<file path="src/rtl/video_pkg.sv">
// rtl/video_pkg.sv - shared video types: filter mask, filter indices, scheduler states
package video_pkg;

    localparam int FILT_N = 4;

    typedef logic [FILT_N-1:0] filt_mask_t;

    localparam int FILT_IDX_INVERT = 0;
    localparam int FILT_IDX_GRAY   = 1;
    localparam int FILT_IDX_THRESH = 2;
    localparam int FILT_IDX_BLUR   = 3;

    typedef enum logic {
        IDLE = 1'b0,
        PEND = 1'b1
    } filt_sched_state_t;

endpackage

</file>
<file path="src/rtl/vid_sideband_if.sv">
// rtl/vid_sideband_if.sv - pixel sideband (data enable, start of frame)
interface vid_sideband_if;
    logic de;
    logic sof;

    modport source (output de, sof);
    modport sink   (input de, sof);
endinterface

</file>
<file path="src/rtl/frame_step_cnt.sv">
// rtl/frame_step_cnt.sv - frame-start driven hold counter with terminal pulse
module frame_step_cnt #(
    parameter int HOLD_W = 8
) (
    input  logic              clk,
    input  logic              rst_n,
    input  logic              en,
    input  logic              clr,
    input  logic              fs,
    input  logic [HOLD_W-1:0] hold,
    output logic              term
);

    logic [HOLD_W-1:0] cnt_q;
    logic [HOLD_W:0]   cnt_inc;
    logic [HOLD_W:0]   hold_eff;

    // Extra bit keeps the compare correct when cnt_q sits at all-ones.
    always_comb begin
        cnt_inc  = {1'b0, cnt_q} + (HOLD_W+1)'(1);
        hold_eff = (hold == '0) ? (HOLD_W+1)'(1) : {1'b0, hold};
        term     = en & fs & (cnt_inc >= hold_eff);
    end

    always_ff @(posedge clk or negedge rst_n) begin
        if (!rst_n) begin
            cnt_q <= '0;
        end else if (!en || clr) begin
            cnt_q <= '0;
        end else if (fs) begin
            cnt_q <= term ? '0 : cnt_inc[HOLD_W-1:0];
        end
    end

endmodule

</file>
<file path="src/rtl/filt_sched.sv">
// rtl/filt_sched.sv - frame-synchronous filter enable scheduler (option: FILT_SCHED_AUTOCYCLE_EN)
module filt_sched
    import video_pkg::*;
#(
    parameter int N_FILT = 4,
    parameter int HOLD_W = 8
) (
    input  logic              clk,
    input  logic              rst_n,
    vid_sideband_if.sink      sb_in,
    input  logic              cfg_valid,
    output logic              cfg_ready,
    input  logic [N_FILT-1:0] cfg_mask,
    input  logic              cfg_auto,
    input  logic [HOLD_W-1:0] cfg_hold,
    output logic [N_FILT-1:0] filt_en,
    output logic [N_FILT-1:0] active_mask,
    output logic              pending,
    output logic [HOLD_W-1:0] frame_cnt,
    output logic              sof_tick
);

    filt_sched_state_t state_q, state_d;
    logic [N_FILT-1:0] shadow_q;
    logic [N_FILT-1:0] active_q;
    logic [HOLD_W-1:0] frame_q;
    logic              tick_q;
    logic              fs;
    logic              manual_apply;
    logic              auto_step;

    assign fs = sb_in.de & sb_in.sof;

`ifdef FILT_SCHED_AUTOCYCLE_EN
    frame_step_cnt #(.HOLD_W(HOLD_W)) u_step (
        .clk   (clk),
        .rst_n (rst_n),
        .en    (cfg_auto && (state_q == IDLE)),
        .clr   (manual_apply),
        .fs    (fs),
        .hold  (cfg_hold),
        .term  (auto_step)
    );
`else
    logic unused_cfg;
    assign unused_cfg = ^{cfg_auto, cfg_hold};
    assign auto_step  = 1'b0;
`endif

    always_comb begin
        state_d      = state_q;
        manual_apply = 1'b0;
        cfg_ready    = (state_q == IDLE);
        pending      = (state_q == PEND);
        filt_en      = active_q;
        case (state_q)
            IDLE: if (cfg_valid) state_d = PEND;
            PEND: if (fs) begin
                manual_apply = 1'b1;
                state_d      = IDLE;
            end
            default: state_d = IDLE;
        endcase
        // The frame-start pixel itself must already see the new mask.
        if (manual_apply) begin
            filt_en = shadow_q;
        end else if (auto_step) begin
            filt_en = {active_q[N_FILT-2:0], active_q[N_FILT-1]};
        end
    end

    always_ff @(posedge clk or negedge rst_n) begin
        if (!rst_n) begin
            state_q  <= IDLE;
            shadow_q <= '0;
            active_q <= '0;
            frame_q  <= '0;
            tick_q   <= 1'b0;
        end else begin
            state_q  <= state_d;
            active_q <= filt_en;
            tick_q   <= fs;
            if (state_q == IDLE && cfg_valid) shadow_q <= cfg_mask;
            if (fs) frame_q <= frame_q + 1'b1;
        end
    end

    assign active_mask = active_q;
    assign frame_cnt   = frame_q;
    assign sof_tick    = tick_q;

endmodule

</file>
<file path="src/flat_wrapper.sv">
// flat-port wrapper written by rule: the top's interface ports become plain ports
module filt_sched_flat import video_pkg::*;
#(
    parameter int N_FILT = 4,
    parameter int HOLD_W = 8
)
  (clk, rst_n, cfg_valid, cfg_ready, cfg_mask, cfg_auto, cfg_hold, filt_en, active_mask, pending, frame_cnt, sof_tick, sb_in_de, sb_in_sof);
  vid_sideband_if sb_in_i ();
  input  logic clk;
  input  logic rst_n;
  input  logic cfg_valid;
  output logic cfg_ready;
  input  logic [N_FILT-1:0] cfg_mask;
  input  logic cfg_auto;
  input  logic [HOLD_W-1:0] cfg_hold;
  output logic [N_FILT-1:0] filt_en;
  output logic [N_FILT-1:0] active_mask;
  output logic pending;
  output logic [HOLD_W-1:0] frame_cnt;
  output logic sof_tick;
  input wire logic [$bits(sb_in_i.de)-1:0] sb_in_de;
  input wire logic [$bits(sb_in_i.sof)-1:0] sb_in_sof;
  assign sb_in_i.de = sb_in_de;
  assign sb_in_i.sof = sb_in_sof;
  filt_sched #(.N_FILT(N_FILT), .HOLD_W(HOLD_W)) u_core (.clk(clk), .rst_n(rst_n), .sb_in(sb_in_i), .cfg_valid(cfg_valid), .cfg_ready(cfg_ready), .cfg_mask(cfg_mask), .cfg_auto(cfg_auto), .cfg_hold(cfg_hold), .filt_en(filt_en), .active_mask(active_mask), .pending(pending), .frame_cnt(frame_cnt), .sof_tick(sof_tick));
endmodule
</file>
<file path="config.mk">
export PLATFORM = sky130hd
export DESIGN_NAME = filt_sched_flat
export DESIGN_NICKNAME = d
export VERILOG_FILES = /design/src/rtl/video_pkg.sv /design/src/rtl/vid_sideband_if.sv /design/src/rtl/frame_step_cnt.sv /design/src/rtl/filt_sched.sv /design/src/flat_wrapper.sv
export SDC_FILE = /design/constraint.sdc
export NUM_CORES = 1
export LEC_CHECK = 0
export BUFFER_PORTS_ARGS = -buffer_cell sky130_fd_sc_hd__buf_2
export CAP_MARGIN = 20
export CORE_MARGIN = 4
export CORE_UTILIZATION = 39
export DETAILED_ROUTE_END_ITERATION = 16
export PLACE_DENSITY_LB_ADDON = 0.1
export SLEW_MARGIN = 5
export SYNTH_ARGS = -nofsm -noshare
export SYNTH_HDL_FRONTEND = slang
export SYNTH_HIERARCHICAL = 1
export SYNTH_SLANG_ARGS = --single-unit
</file>
<file path="constraint.sdc">
create_clock -name clk -period 1 [get_ports clk]
set_input_delay 0.15 -clock clk [delete_from_list [all_inputs] [get_ports clk]]
set_output_delay 0.15 -clock clk [all_outputs]
set_load 0.03 [all_outputs]
</file>
==> metrics.cfg <==
[sta]
finalHoldViolations = 0
fin_ws_ns = -0.4208
fin_setup_tns_ns = -4.343
drv_slew = 0
fin_crit_ns = 1.421
slew_headroom_pct = 73.28
rsz0062_at_grt = true
tightest_slew_ns = 0.4008
skew_ns = 0.006436
fin_crit_sh_pct = 142.1
timing.fmax_ghz = 0.7038
finalSetupViolCount = 22

[global_route]
antenna_found_initial = 0
grt_pass1_vias = 581
grt_max_degree = 19
overflow = 0
grt_pass1_wl_mm = 2.539
grt_usage_pct = 13.19

[worst_setup_path]
cp_max_fo = 5
worst_ep_arrival_time_ns = 1.27
reg2regPathDepth = 4
cp_data_required_time_ns = 0.85
r2r_start = u_core/pending$_DFF_PN0_
start_kind = flop
critical-path-max-stage-delay_ns = 0.43
cpMaxStageDelayCell = dfrtp_2
worstPathCellList = nand2_4 -> mux2_4 -> buf_6
path_class = flop to primary output
critPathLaunch = u_core/pending$_DFF_PN0_
endpoint_kind = primary output

[clock_tree]
clockBufferDepth = 2
root_buffer = clkbuf_4
numCtsBuffers = 3
cts.sinks = 18
path_clk_slew_ns = 0.10
tritoncts = built
clk_latency_ns = 0.29
htree_num_levels = 1

[power_and_ir_drop]
ir_drop_mv = 1.907
power_leakage_nw = 0.6159
power_mw = 3.744
p_per_area_nw_per_um2 = 2977

[layout]
num-nets-final = 117
syn_to_final_growth_pct = 68.34
fillCellCount = 144
drive_above_1_share_pct = 70.10
diodes = 0
stdcell_area_um2 = 1257
fin_cells = 122

[synth]
synth.avg_cell_area_um2 = 14.94
netlist_instances = 50
ys_ff_latch = 18
synth_area_leaders = dfrtp_1 60%, mux2_4 8.0%, xnor2_1 7.0%, mux2_1 6.0%, nand4_1 2.5%
synth.largest_area_cell = dfrtp_1
synth_top_area_share_pct = 60.30
synth_area_um2 = 747.0
synth.net_count = 69
ys_seq_area_share_pct = 60.30
synth_cell_types = 17
ys_warn_count = 6

[placement]
gp_congestion = 0.6831
post-place-cells = 107
placed_area_um2 = 984.7
portBuffers = 27
hpwl_mm = 1.028

[route]
drt.antenna.violating_nets = 0
finalWirelength_mm = 1.613
post_drt_wl_per_cell_um = 13.22
drt_iter0_drc = 0
vias = 550
drc_errors = 0
dr.pass1.iters = 1
avgViaCountPerCell = 4.508

[run]
cap_violations = 0

[die]
start_util_pct = 42.34
ios = 37
die_h_um = 51.77
num_rows = 15
die-area_um2 = 2680
dieWidth_um = 51.77
core_um2 = 1764

[worst_hold_path]
hold_class = primary input to flop
hold_depth = 2
min_from = cfg_mask[2]

[status]
status = finished, violations left
violations = negative setup slack

-- path summary, 6_finish.rpt --
| check | endpoint | slack, ns |
|---|---|---|
| max in group asynchronous | u_core/pending$_DFF_PN0_ | 0.38 |
| max reg2reg | u_core/shadow_q[1]$_DFFE_PN0P_ | -0.30 |
| max | filt_en[0] | -0.42 |
| min | u_core/shadow_q[2]$_DFFE_PN0P_ | 0.09 |
| min reg2reg | u_core/frame_cnt[6]$_DFFE_PN0N_ | 0.52 |
| min in group asynchronous | u_core/frame_cnt[3]$_DFFE_PN0N_ | 0.31 |
-- synthesized netlist by cell type (all sizes together) --
| cell type | count |
|---|---|
| inv | 1 |
| xnor2 | 6 |
| dfrtp | 18 |
| xor2 | 1 |
| ha | 1 |
| buf | 1 |
| nand2 | 4 |
| and3 | 2 |
| and4 | 1 |
| and2 | 1 |
| nor2b | 1 |
| mux2 | 9 |
| o21a | 1 |
| nand4 | 3 |
-- stage by stage --
step	utilization, %	hold WS, ns	setup slack, ns
3_3_place_gp	55.82	0.09989	-0.1650
3_5_place_dp	55.82	0.09971	-0.1762
2_1_floorplan	-	-0.1456	-0.1665
4_1_cts	69.86	0.07916	-0.4487
5_1_grt	71.28	0.08003	-0.4698
6_report	71.28	0.09133	-0.4208
-- sequential cells by signal, summed over array words and instances, names as in the netlist --
signal / count
u_core/active_mask: 4
u_core/pending: 1
u_core/shadow_q: 4
u_core/frame_cnt: 8
u_core/sof_tick: 1
-- cell type report --
| class | instances | area [µm²] | area share (%) |
|---|---|---|---|
| flip-flops and latches | 18 | 455.4 | 36.22 |
| well taps | 25 | 31.28 | 2.488 |
| multi-input cells | 30 | 324.1 | 25.77 |
| repair buffers | 44 | 406.6 | 32.34 |
| clock buffers | 4 | 36.28 | 2.886 |
| inverters | 1 | 3.754 | 0.2985 |
-- placed cells by master (no fill, tap or decap), drive strengths merged --
cell type    netlist  routed
dfrtp             18      18
inv                1       1
nand4              3       3
o21a               1       1
mux2               9       9
dlygate4sd3        0       1
nor2b              1       1
xor2               1       1
clkbuf             0       4
and4               1       1
ha                 1       1
xnor2              6       6
nand2              4       4
and3               2       2
buf                1      43
and2               1       1
-- power by group --
group	total [mW]	switching [mW]	internal, mW	leakage [nW]
logic	2.12	0.978	1.14	0.379
clock network	0.439	0.218	0.222	0.0210
registers	1.18	0.208	0.973	0.216
-- logic make-up after synthesis --
group / synth area share, %
flip-flops: 60.30
AND/OR/NAND/NOR: 10.72
multiplexers: 15.58
XOR/XNOR: 8.208
buffers and inverters: 2.511
AO/OA/AOI/OAI: 1.005
adder cells (fa/ha/maj): 1.675
-- timing repair --
item / 4_1_cts / 5_1_grt
gates resized for setup: 45 / 4
pin swaps: 8 / 8
hold buffers: 1 / 0
endpoints found under the setup margin: 27 / 30
buffers inserted: 8 / 2
hold endpoints to repair: 18 / 0
-- worst max-delay path: cells and delay by family (launching register included) --
family | cells | cell delay, ns
buffers and inverters | 1 | 0.14
DFF | 1 | 0.43
muxes | 1 | 0.31
and+or+nand+nor | 1 | 0.10
-- per-layer routing --
layer  share of wire [%]  wire length (µm)  track usage (%)
met5                   0                 0                0
met1                  43               701            15.93
met2                  47               761            21.19
met4                 2.0                33            6.550
met3                 7.3               117            4.011
No activity file was read; power rests on OpenSTA's default activity.
